==> src/rtl/turn_hit_ctrl_if.sv <==
// turn_hit_ctrl_if: game-flow bus between input decode, projectile logic and draw stages
interface turn_hit_ctrl_if #(
    parameter int HP_MAX = 5
);
    localparam int HW = $clog2(HP_MAX + 1);
    logic start;
    logic launch;
    logic impact_hit;
    logic impact_miss;
    logic turn_cat;
    logic turn_dog;
    logic throw_cat;
    logic throw_dog;
    logic flash_cat;
    logic flash_dog;
    logic [HW-1:0] hp_cat;
    logic [HW-1:0] hp_dog;
    logic game_over;
    logic winner_dog;
    modport master (
        output start, launch, impact_hit, impact_miss,
        input  turn_cat, turn_dog, throw_cat, throw_dog, flash_cat, flash_dog,
        input  hp_cat, hp_dog, game_over, winner_dog
    );
    modport slave (
        input  start, launch, impact_hit, impact_miss,
        output turn_cat, turn_dog, throw_cat, throw_dog, flash_cat, flash_dog,
        output hp_cat, hp_dog, game_over, winner_dog
    );
endinterface

==> src/rtl/turn_hit_ctrl.sv <==
// turn_hit_ctrl: Cat vs Dog turn/hit controller; optional flight watchdog via FLIGHT_TIMEOUT_EN
module turn_hit_ctrl #(
    parameter int FLASH_TICKS   = 32_500_000,
    parameter int HP_MAX        = 5,
    parameter int TIMEOUT_TICKS = 195_000_000
) (
    input logic clk,
    input logic rst,
    turn_hit_ctrl_if.slave bus
);
    localparam int HW  = $clog2(HP_MAX + 1);
    localparam int FW  = $clog2(FLASH_TICKS);
    localparam int TW  = $clog2(TIMEOUT_TICKS);
    localparam int CW0 = FW > TW ? FW : TW;
    localparam int CW  = CW0 < 1 ? 1 : CW0;
`ifdef FLIGHT_TIMEOUT_EN
    localparam bit TMO_EN = 1'b1;
`else
    localparam bit TMO_EN = 1'b0;
`endif

    typedef enum logic [2:0] {IDLE, AIM_CAT, FLIGHT_CAT, AIM_DOG, FLIGHT_DOG, FLASH, OVER} state_t;

    state_t        state;
    logic [CW-1:0] cnt;
    logic          next_dog;
    logic          tmo;

    // flight watchdog expiry; an impact in the same cycle is handled first
    assign tmo = TMO_EN && (cnt == CW'(TIMEOUT_TICKS - 1));

    // game FSM with all outputs registered alongside the state
    always_ff @(posedge clk or posedge rst) begin
        if (rst) begin
            state          <= IDLE;
            cnt            <= '0;
            next_dog       <= 1'b0;
            bus.turn_cat   <= 1'b0;
            bus.turn_dog   <= 1'b0;
            bus.throw_cat  <= 1'b0;
            bus.throw_dog  <= 1'b0;
            bus.flash_cat  <= 1'b0;
            bus.flash_dog  <= 1'b0;
            bus.hp_cat     <= HW'(HP_MAX);
            bus.hp_dog     <= HW'(HP_MAX);
            bus.game_over  <= 1'b0;
            bus.winner_dog <= 1'b0;
        end else begin
            bus.throw_cat <= 1'b0;
            bus.throw_dog <= 1'b0;
            case (state)
                IDLE, OVER: if (bus.start) begin
                    bus.hp_cat    <= HW'(HP_MAX);
                    bus.hp_dog    <= HW'(HP_MAX);
                    bus.game_over <= 1'b0;
                    bus.turn_cat  <= 1'b1;
                    state         <= AIM_CAT;
                end
                AIM_CAT: if (bus.launch) begin
                    bus.throw_cat <= 1'b1;
                    cnt           <= '0;
                    state         <= FLIGHT_CAT;
                end
                AIM_DOG: if (bus.launch) begin
                    bus.throw_dog <= 1'b1;
                    cnt           <= '0;
                    state         <= FLIGHT_DOG;
                end
                FLIGHT_CAT: begin
                    if (bus.impact_hit) begin
                        bus.hp_dog    <= bus.hp_dog == '0 ? '0 : bus.hp_dog - 1'b1;
                        bus.flash_dog <= 1'b1;
                        bus.turn_cat  <= 1'b0;
                        cnt           <= '0;
                        next_dog      <= 1'b1;
                        state         <= FLASH;
                    end else if (bus.impact_miss || tmo) begin
                        bus.turn_cat <= 1'b0;
                        bus.turn_dog <= 1'b1;
                        state        <= AIM_DOG;
                    end else begin
                        cnt <= cnt + CW'(TMO_EN);
                    end
                end
                FLIGHT_DOG: begin
                    if (bus.impact_hit) begin
                        bus.hp_cat    <= bus.hp_cat == '0 ? '0 : bus.hp_cat - 1'b1;
                        bus.flash_cat <= 1'b1;
                        bus.turn_dog  <= 1'b0;
                        cnt           <= '0;
                        next_dog      <= 1'b0;
                        state         <= FLASH;
                    end else if (bus.impact_miss || tmo) begin
                        bus.turn_dog <= 1'b0;
                        bus.turn_cat <= 1'b1;
                        state        <= AIM_CAT;
                    end else begin
                        cnt <= cnt + CW'(TMO_EN);
                    end
                end
                FLASH: begin
                    if (cnt == CW'(FLASH_TICKS - 1)) begin
                        bus.flash_cat <= 1'b0;
                        bus.flash_dog <= 1'b0;
                        cnt           <= '0;
                        if ((next_dog ? bus.hp_dog : bus.hp_cat) == '0) begin
                            bus.game_over  <= 1'b1;
                            bus.winner_dog <= !next_dog;
                            state          <= OVER;
                        end else begin
                            bus.turn_dog <= next_dog;
                            bus.turn_cat <= !next_dog;
                            state        <= next_dog ? AIM_DOG : AIM_CAT;
                        end
                    end else begin
                        cnt <= cnt + 1'b1;
                    end
                end
                default: state <= IDLE;
            endcase
        end
    end
endmodule

==> src/flat_wrapper.sv <==
// flat-port wrapper written by rule: the top's interface ports become plain ports
module turn_hit_ctrl_flat 
#(
    parameter int FLASH_TICKS   = 32_500_000,
    parameter int HP_MAX        = 5,
    parameter int TIMEOUT_TICKS = 195_000_000
)
  (clk, rst, bus_start, bus_launch, bus_impact_hit, bus_impact_miss, bus_turn_cat, bus_turn_dog, bus_throw_cat, bus_throw_dog, bus_flash_cat, bus_flash_dog, bus_hp_cat, bus_hp_dog, bus_game_over, bus_winner_dog);
  turn_hit_ctrl_if #(.HP_MAX(HP_MAX)) bus_i ();
  input logic clk;
  input logic rst;
  input wire logic [$bits(bus_i.start)-1:0] bus_start;
  input wire logic [$bits(bus_i.launch)-1:0] bus_launch;
  input wire logic [$bits(bus_i.impact_hit)-1:0] bus_impact_hit;
  input wire logic [$bits(bus_i.impact_miss)-1:0] bus_impact_miss;
  output wire logic [$bits(bus_i.turn_cat)-1:0] bus_turn_cat;
  output wire logic [$bits(bus_i.turn_dog)-1:0] bus_turn_dog;
  output wire logic [$bits(bus_i.throw_cat)-1:0] bus_throw_cat;
  output wire logic [$bits(bus_i.throw_dog)-1:0] bus_throw_dog;
  output wire logic [$bits(bus_i.flash_cat)-1:0] bus_flash_cat;
  output wire logic [$bits(bus_i.flash_dog)-1:0] bus_flash_dog;
  output wire logic [$bits(bus_i.hp_cat)-1:0] bus_hp_cat;
  output wire logic [$bits(bus_i.hp_dog)-1:0] bus_hp_dog;
  output wire logic [$bits(bus_i.game_over)-1:0] bus_game_over;
  output wire logic [$bits(bus_i.winner_dog)-1:0] bus_winner_dog;
  assign bus_i.start = bus_start;
  assign bus_i.launch = bus_launch;
  assign bus_i.impact_hit = bus_impact_hit;
  assign bus_i.impact_miss = bus_impact_miss;
  assign bus_turn_cat = bus_i.turn_cat;
  assign bus_turn_dog = bus_i.turn_dog;
  assign bus_throw_cat = bus_i.throw_cat;
  assign bus_throw_dog = bus_i.throw_dog;
  assign bus_flash_cat = bus_i.flash_cat;
  assign bus_flash_dog = bus_i.flash_dog;
  assign bus_hp_cat = bus_i.hp_cat;
  assign bus_hp_dog = bus_i.hp_dog;
  assign bus_game_over = bus_i.game_over;
  assign bus_winner_dog = bus_i.winner_dog;
  turn_hit_ctrl #(.FLASH_TICKS(FLASH_TICKS), .HP_MAX(HP_MAX), .TIMEOUT_TICKS(TIMEOUT_TICKS)) u_core (.clk(clk), .rst(rst), .bus(bus_i));
endmodule
==> config.mk <==
export PLATFORM = sky130hd
export DESIGN_NAME = turn_hit_ctrl_flat
export DESIGN_NICKNAME = d
export VERILOG_FILES = /design/src/rtl/turn_hit_ctrl_if.sv /design/src/rtl/turn_hit_ctrl.sv /design/src/flat_wrapper.sv
export SDC_FILE = /design/constraint.sdc
export NUM_CORES = 1
export LEC_CHECK = 0
export ABC_AREA = 1
export BUFFER_PORTS_ARGS = -buffer_cell sky130_fd_sc_hd__clkbuf_2
export CAP_MARGIN = 30
export CORE_UTILIZATION = 29
export DETAILED_ROUTE_END_ITERATION = 8
export MAX_ROUTING_LAYER = met4
export PLACE_DENSITY = 0.43
export SETUP_SLACK_MARGIN = 0.1
export SKIP_LAST_GASP = 1
export SLEW_MARGIN = 40
export SYNTH_ARGS = -nofsm -noshare
export SYNTH_HDL_FRONTEND = slang
export SYNTH_SLANG_ARGS = --single-unit
==> constraint.sdc <==
create_clock -name clk -period 2.9 [get_ports clk]
set_input_delay 0.58 -clock clk [delete_from_list [all_inputs] [get_ports clk]]
set_output_delay 0.58 -clock clk [all_outputs]
set_load 0.01 [all_outputs]
After elaboration in Yosys (flattened, before gate mapping)
Index checks and enable logic that the tools add are counted.
{ "classes": {"n_eq_ne": 23, "reduce_logical": 28, "n_mux": 47, "n_addsub": 3} }
{ "ops": {"columns": ["op", "n"], "rows": [
  ["28-bit 2-to-1 mux", 3],
  ["28-bit one-hot mux with 3 select lines", 1],
  ["3-bit 2-to-1 mux", 15],
  ["28-bit by 1-bit adder with 28-bit output, second input constant", 1],
  ["28-bit by 25-bit equality test with 1-bit output, second input constant", 1],
  ["3-bit AND reduction", 7],
  ["2-bit inequality test, second input constant", 10],
  ["1-bit 2-to-1 mux", 18],
  ["3-bit one-hot mux with 6 select lines", 1],
  ["3-bit zero test", 4],
  ["3-bit one-hot mux with 2 select lines", 2],
  ["6-bit AND reduction", 2],
  ["2-bit nonzero test", 6],
  ["3-bit equality test, second input constant", 3],
  ["2-bit by 1-bit inequality test with 1-bit output, second input constant", 4],
  ["1-bit one-hot mux with 2 select lines", 4],
  ["7-bit AND reduction", 1],
  ["3-bit by 2-bit equality test with 1-bit output, second input constant", 2],
  ["3-bit inequality test, second input constant", 2],
  ["3-bit nonzero test", 2],
  ["2-bit OR reduction", 3],
  ["3-bit by 1-bit subtractor with 3-bit output, second input constant", 2],
  ["1-bit one-hot mux with 4 select lines", 1],
  ["4-bit AND reduction", 1],
  ["other kinds (5)", 5]
]} }
{ "totals": {"regBits": 46, "input_bits": 6} }

Longest topological paths before layout
Gate-level depths: netlist of run 1.
{ "logic_depth": {"word_depth": 5, "mapped_depth": 11} }

Worst setup path before layout of run 1
Ideal clock, no wire load.
{ "synth_timing": {"kind": "register -> register", "from": "register u_core.cnt[0]", "to": "register u_core.bus.winner_dog", "synth_period_minus_slack_ps": 1557, "t_required_ps": 2777, "path_slack_ps": 1343, "setup_time_ps": 123, "stages_incl_launch_ff": 10, "arrival_time_ps": 1434, "cell_sequence": "dfrtp_1 > ha_1 > nand3_4 > clkinv_2 > nand3_2 > nor2_2 > nand2_2 > buf_6 > o21ai_2 > o21ai_1"} }
{ "synth_via": {"elab_chain_len": 2} }
{ "synth_rtl": {"columns": ["item", "line_no", "text"], "rows": [
  ["from (decl)", "turn_hit_ctrl.sv:25", "logic [CW-1:0] cnt;"],
  ["from (signal assigned)", "turn_hit_ctrl.sv:82", "cnt <= cnt + CW'(TMO_EN);"],
  ["from (signal assigned)", "turn_hit_ctrl.sv:98", "cnt <= cnt + CW'(TMO_EN);"],
  ["from (signal assigned)", "turn_hit_ctrl.sv:116", "cnt <= cnt + 1'b1;"],
  ["28-bit by 25-bit equality test with 1-bit output", "turn_hit_ctrl.sv:102", "if (cnt == CW'(FLASH_TICKS - 1)) begin"],
  ["3-bit AND reduction (no line)", null, null],
  ["to (signal assigned)", "turn_hit_ctrl.sv:108", "bus.winner_dog <= !next_dog;"],
  ["to (decl)", "turn_hit_ctrl_if.sv:28", "output hp_cat, hp_dog, game_over, winner_dog"]
]} }
No other way between the ends.
A chain may end at the register's enable or synchronous reset.

Worst setup path after layout of run 1
{ "layout_timing": {"from": "register u_core.state[2]", "to": "register u_core.cnt[8]"} }
{ "layout_via": {"elab_chain_len": 4} }
{ "layout_rtl": {"columns": ["item", "line_no", "text"], "rows": [
  ["from (decl)", "turn_hit_ctrl.sv:24", "state_t state;"],
  ["from (signal assigned)", "turn_hit_ctrl.sv:113", "state <= next_dog ? AIM_DOG : AIM_CAT;"],
  ["3-bit by 2-bit equality test with 1-bit output (tied with other cells)", "turn_hit_ctrl.sv:51", "case (state)"],
  ["2-bit OR reduction (no line)", null, null],
  ["2-bit by 1-bit inequality test with 1-bit output (no line) / 3-bit nonzero test (equally long branches)", null, null],
  ["3-bit AND reduction (no line)", null, null]
]} }
Several ways; a longest one is shown, not always the timed one.

==> impl_metrics.ini, run 1 <==
[timing]
max_freq_mhz = 491.9
max_slew_headroom_pct = 57.77
setup_viol = 0
final.hold.worst_slack_ns = 0.4100
postLayoutSetupSlackWorst_ns = 0.8671
rsz0062_at_grt = false
tns_ns = 0
clock_skew_ns = 0.008637
tightestPinTransition_ns = 0.6335
hold_viol_final = 0
final-max-slew-violation-count = 0
minimum_period_implied_by_the_final_worst_setup_slack_ns = 2.033
share_of_the_clock_period_used_by_the_worst_path_after_layout_pct = 70.10

[setup_path]
r2r_setup_slack_ns = 0.87
max_stage_delay_ns = 0.61
path_cells = inv_2 -> nand2_4 -> nor2_2 -> nand2_1 -> nand2_1 -> nor2_4 -> nand2_1 -> nand2_1 -> nor2_1
worstRegToRegCells = 9
path_max_fanout = 16
worstSetupStartpoint = u_core.state[2]$_DFFE_PP0P_
worst_path_most_repeated_cell = sky130_fd_sc_hd__nand2_1
cp_slowest_cell = sky130_fd_sc_hd__dfrtp_1
worstSetupEndpointType = flip-flop
end_of_the_worst_register_to_register_path = u_core.cnt[8]$_DFFE_PP0P_
regToRegStartpoint = u_core.state[2]$_DFFE_PP0P_
arrival_ns = 2.24
critPathKind = flip-flop to flip-flop
start_kind = flip-flop
worstSetupEndpoint = u_core.cnt[8]$_DFFE_PP0P_
data_required_time_of_the_worst_path_ns = 3.10

[pwr]
p_int_mw = 1.272
switching_share_pct = 44.25
seq_power_share_pct = 38.2
total_power_mw = 2.282
combinationalPowerShare_pct = 39.6
power_density_nw_per_um2 = 657.5
power_frac_clock_pct = 22.2
p_sw_mw = 1.010
ir_worst_vdd_mv = 0.4480
total_leakage_power_nw = 1.511

[final_layout]
fin_cells = 611
areaGrowthSynthToFinish_pct = 10.30
final_common_cell = sky130_fd_sc_hd__nand2_1
post_route_design_area_um2 = 3471
diodes = 0
post_route_cells_drive_above_1_share_pct = 14.32
mostFrequentLayoutCells = sky130_fd_sc_hd__nand2_1, sky130_fd_sc_hd__nor2_1, sky130_fd_sc_hd__nand3_1, sky130_fd_sc_hd__inv_1, sky130_fd_sc_hd__dfrtp_1
total_number_of_nets_in_the_final_design = 485
finalCoreUtilization_pct = 33.32

[floorplanning]
die_height_um = 106.2
initial_core_util_pct = 30.21
core_um2 = 10420
io_pins = 20
design.die.area_um2 = 11270
placementRows = 37
chipWidth_um = 106.2

[logic_synthesis]
share_of_synthesized_area_occupied_by_flip_flops_and_latches_pct = 36.74
dominantRegCellSynth = sky130_fd_sc_hd__dfrtp_1
synth-warning-count = 0
synthesis.instances = 454
yosys_register_bits = 46
post_synthesis_net_count = 465
ys_async_rst_share_pct = 100.0
postSynthAreaPerCell_um2 = 6.931
netlist-cell-type-count = 33
syn_area_um2 = 3147
synth_enable_flop_cells = 0

[clock_tree]
clkSinkCount = 46
cts_tree = yes
h_tree_levels = 2
cts.clk_slew.worst_paths_ns = 0.10
ctsRootBufferMaster = sky130_fd_sc_hd__clkbuf_8
post-cts-setup-buffers = 0
cts_repair_resize_count = 0
insertion_delay_ns = 0.31
cts_made_buffers = 5
cts-hold-fix-buffers = 0
cts_buffer_depth = 2

[global_routing]
grt_remaining_overflow = 0
first_global_vias = 2879
grt_pass1_wl_um = 15180
grt_max_degree = 47
antenna_violations_before_repair = 0
global_route.usage.total_pct = 17.94

[place]
place.gp.congestion = 0.8854
place.port_buffers = 19
placement.setup.worst_slack_ns = 0.8716
detailed_place_hpwl_um = 6692
dp.cells = 603
post_detailed_placement_cell_area_um2 = 3361

[route]
avgViaCountPerCell = 4.890
route.detailed.drc = 0
wl_per_cell_um = 14.79
drt_pre_antenna_iters = 5
final_antenna_net_count = 0
detailroute.via_count = 2988
finalWirelength_um = 9038
drt_iter0_markers = 202

[worst_hold_path]
holdCritPathClass = input port to async pin

[run]
drv_cap = 0

[run_status]
outcome = finished clean
worst max-delay path: cells and delay by family, from the launching register on:
family	cells	cell delay, ns
buffers and inverters	1	0.12
DFF	1	0.61
and+or+nand+nor	8	1.20
registers in the layout, indices dropped and copies added (netlist names):
register and cells:
u_core.cnt 28, u_core.bus.hp_cat 3, u_core.bus.throw_dog 1, u_core.state 3, u_core.next_dog 1, u_core.bus.flash_dog 1
u_core.bus.winner_dog 1, u_core.bus.game_over 1, u_core.bus.flash_cat 1, u_core.bus.turn_dog 1, u_core.bus.turn_cat 1, u_core.bus.throw_cat 1
u_core.bus.hp_dog 3
cell usage after synthesis, types with 2 or more instances:
cell | count | share of area, %
sky130_fd_sc_hd__buf_6 | 3 | 1.1
sky130_fd_sc_hd__buf_2 | 2 | 0.32
sky130_fd_sc_hd__o21ai_2 | 5 | 1.4
sky130_fd_sc_hd__dfrtp_1 | 42 | 33
sky130_fd_sc_hd__nor3_1 | 5 | 0.80
sky130_fd_sc_hd__nand2_1 | 135 | 16
sky130_fd_sc_hd__ha_1 | 5 | 2.0
sky130_fd_sc_hd__buf_4 | 2 | 0.48
sky130_fd_sc_hd__nand3_1 | 47 | 7.5
sky130_fd_sc_hd__inv_1 | 45 | 5.4
sky130_fd_sc_hd__nor2_4 | 2 | 0.72
sky130_fd_sc_hd__a21oi_1 | 8 | 1.3
sky130_fd_sc_hd__o21ai_1 | 10 | 1.6
sky130_fd_sc_hd__nand4_1 | 11 | 2.2
sky130_fd_sc_hd__o22ai_1 | 7 | 1.4
sky130_fd_sc_hd__inv_2 | 4 | 0.48
sky130_fd_sc_hd__o21ai_0 | 10 | 1.6
sky130_fd_sc_hd__nor2_1 | 68 | 8.1
sky130_fd_sc_hd__nand2_4 | 2 | 0.72
sky130_fd_sc_hd__xor2_1 | 11 | 3.1
sky130_fd_sc_hd__nand2_2 | 4 | 0.80
sky130_fd_sc_hd__nand3_2 | 5 | 1.6
sky130_fd_sc_hd__nor2_2 | 8 | 1.6
sky130_fd_sc_hd__dfstp_2 | 4 | 3.3
worst min path at each step:
stage,startpoint,end,slack (ns)
final,rst,u_core.cnt[11]$_DFFE_PP0P_,0.41
after global routing,rst,u_core.bus.throw_dog$_DFF_PP0_,0.47
after CTS,rst,u_core.bus.throw_dog$_DFF_PP0_,0.44
after detailed placement,u_core.bus.turn_dog$_DFFE_PP0P_,u_core.bus.turn_dog$_DFFE_PP0P_,0.47
after global placement,u_core.bus.game_over$_DFFE_PP0P_,u_core.bus.game_over$_DFFE_PP0P_,0.46
after floorplan,u_core.bus.hp_cat[0]$_DFFE_PP1P_,u_core.bus.hp_cat[0]$_DFFE_PP1P_,0.48
final cells by class:
| class | instances | area, um2 |
|---|---|---|
| Inverter | 50 | 188.9 |
| Tap cell | 136 | 170.2 |
| Sequential cell | 46 | 1156 |
| Clock buffer | 6 | 72.57 |
| Clock inverter | 2 | 37.54 |
| Multi-Input combinational cell | 351 | 1743 |
| Timing Repair Buffer | 20 | 102.6 |
| Fill cell | 1170 | 6945 |
layer usage:
layer,vias to the layer above,track usage (%),wire [um]
met1,1419,22.73,4345
met5,-,-,0
met2,52,29.92,4326
met4,0,4.067,116
li1,1507,-,-
met3,10,3.004,249
power groups by stage:
| stage | logic, mW | registers, mW | clock network, mW |
|---|---|---|---|
| floorplan | 0.709 | 0.857 | 0 |
| CTS | 0.914 | 0.874 | 0.518 |
| detailed placement | 0.909 | 0.885 | 0 |
| global placement | 0.907 | 0.882 | 0 |
| finish | 0.903 | 0.872 | 0.507 |
| global route | 1.03 | 0.889 | 0.549 |
logic make-up after synthesis:
kind of cell / after synthesis / share of synthesized area (%)
AND/OR/NAND/NOR: 293 / 42.62
buffers and inverters: 57 / 7.872
flip-flops: 46 / 36.74
AO/OA/AOI/OAI: 42 / 7.714
XOR/XNOR: 11 / 3.062
adder cells (fa/ha/maj): 5 / 1.988
Power figures use the tool's default switching activity.
==> run 2: changes to the inputs <==
Clock period 2.9 ns to 1.9 ns, I/O delays scaled along.
==> impl_metrics.ini, run 2 (synthesis results as in run 1) <==
[clock_tree]
cts_tree = yes
h_tree_levels = 2
post-cts-setup-buffers = 0
ctsRootBufferMaster = sky130_fd_sc_hd__clkbuf_8
cts_buffer_depth = 2
cts.clk_slew.worst_paths_ns = 0.09
cts_made_buffers = 5
clkSinkCount = 46
insertion_delay_ns = 0.30

[setup_path]
critPathKind = flip-flop to flip-flop
data_required_time_of_the_worst_path_ns = 2.14
arrival_ns = 1.91
path_max_fanout = 10
worstSetupEndpointType = flip-flop
start_kind = flip-flop

[floorplanning]
design.die.area_um2 = 11270
die_height_um = 106.2
initial_core_util_pct = 30.21
io_pins = 20
chipWidth_um = 106.2
core_um2 = 10420
placementRows = 37

[timing]
minimum_period_implied_by_the_final_worst_setup_slack_ns = 1.661
final.hold.worst_slack_ns = 0.3115
max_slew_headroom_pct = 62.76
rsz0062_at_grt = false
share_of_the_clock_period_used_by_the_worst_path_after_layout_pct = 87.43
max_freq_mhz = 602.0
setup_viol = 0
hold_viol_final = 0
clock_skew_ns = 0.004728
final-max-slew-violation-count = 0
tightestPinTransition_ns = 0.5580
tns_ns = 0

[global_routing]
grt_remaining_overflow = 0
grt_pass1_wl_um = 14940
global_route.usage.met3_pct = 2.636
global_route.usage.total_pct = 17.59
first_global_vias = 2891
grt.met1_usage_pct = 23.41
grt_max_degree = 42
antenna_violations_before_repair = 0
gr-usage-met2_pct = 27.92
grt-busiest-layer = met2

[pwr]
p_int_mw = 2.255
power_frac_clock_pct = 24.1
p_sw_mw = 1.572
total_leakage_power_nw = 1.605
seq_power_share_pct = 33.7
power_density_nw_per_um2 = 1057
ir_worst_vdd_mv = 0.4980
combinationalPowerShare_pct = 42.1
switching_share_pct = 41.07

[route]
drt_iter0_markers = 213
finalWirelength_um = 8901
drt_pre_antenna_iters = 4
route.detailed.drc = 0
final_antenna_net_count = 0
detailroute.via_count = 2973
wl_per_cell_um = 14.33
avgViaCountPerCell = 4.787

[final_layout]
regArea_um2 = 1157
register_with_the_highest_flop_count = u_core.cnt
multi_input_area_um2 = 1755
fillers = 1125
fin_cells = 621
post_route_cells_drive_above_1_share_pct = 16.29
final_common_cell = sky130_fd_sc_hd__nand2_1
total_number_of_nets_in_the_final_design = 495
finalCoreUtilization_pct = 34.75
mostFrequentLayoutCells = sky130_fd_sc_hd__nand2_1, sky130_fd_sc_hd__nor2_1, sky130_fd_sc_hd__nand3_1, sky130_fd_sc_hd__inv_1, sky130_fd_sc_hd__dfrtp_1
largest_register_ffs = 28
diodes = 0
areaGrowthSynthToFinish_pct = 15.03

[run]
drv_cap = 0

[run_status]
outcome = finished clean

[worst_hold_path]
holdCritPathClass = input port to flip-flop

[place]
dp.cells = 612
place.gp.congestion = 0.8787
place.port_buffers = 19
detailed_place_hpwl_um = 6770
[run 2: cell count changes in the layout (fill, tap and decap cells not counted), sizes merged]
cell,delta
buf,+9
clkinvlp,-1
dlygate4sd3,+1
bufinv,+1
[run 2: repair_timing]
action                     CTS  global route
resized for setup            0             3
setup endpoints to repair    0            15
hold buffers                 1             0
hold endpoints to repair     5             0
[run 2: power by group through the flow]
stage	logic [mW]	clock network, mW	registers (mW)
2_1_floorplan	1.08	0	1.31
3_3_place_gp	1.61	0	1.31
3_5_place_dp	1.60	0	1.30
4_1_cts	1.60	0.950	1.29
5_1_grt	1.78	0.983	1.31
6_report	1.61	0.923	1.29
[run 2: through the flow]
step	power, mW	setup WS [ns]	cell area, um2
final	3.826	0.2389	3620
after global routing	4.075	0.1096	3620
after CTS	3.842	0.1297	3606
after detailed placement	2.904	0.1461	3453
after global placement	2.922	0.1956	3453
after floorplan	2.391	0.3426	3147
[run 2: metal layers]
metal,share of wire (%),routed length (um)
met4,1.2,106
met2,46,4092
met1,50,4422
met5,0,0
met3,3.1,279
[run 2: worst paths after layout]
kind / endpoint / from / cells past startpoint / slack, ns
worst max-delay path: u_core.cnt[23]$_DFFE_PP0P_ / u_core.state[2]$_DFFE_PP0P_ / 8 / 0.24
worst min-delay path: u_core.bus.throw_cat$_DFF_PP0_ / bus_launch / 3 / 0.31
worst max register to register: u_core.cnt[23]$_DFFE_PP0P_ / u_core.state[2]$_DFFE_PP0P_ / 8 / 0.24
worst min register to register: u_core.bus.game_over$_DFFE_PP0P_ / u_core.bus.game_over$_DFFE_PP0P_ / 2 / 0.49
max in group asynchronous: u_core.bus.hp_cat[2]$_DFFE_PP1P_ / rst / 4 / 0.88
min in group asynchronous: u_core.state[1]$_DFFE_PP0P_ / rst / 3 / 0.49
[run 2: area by class of cell]
cell class / instances / share of cell area, %
Inverter: 50 / 5.219
Timing Repair Buffer: 30 / 5.669
Clock buffer: 6 / 2.281
Multi-Input combinational cell: 351 / 48.50
Tap cell: 136 / 4.701
Clock inverter: 2 / 1.659
Sequential cell: 46 / 31.97
[run 2: critical path: stages (launching register included)]
cell                      delay, ns
sky130_fd_sc_hd__dfrtp_1       0.50
sky130_fd_sc_hd__buf_4         0.20
sky130_fd_sc_hd__nand2_8       0.08
sky130_fd_sc_hd__nor2_8        0.17
sky130_fd_sc_hd__buf_4         0.25
sky130_fd_sc_hd__nand2_4       0.12
sky130_fd_sc_hd__nand2_1       0.13
sky130_fd_sc_hd__nand2_1       0.06
sky130_fd_sc_hd__nor2_1        0.08
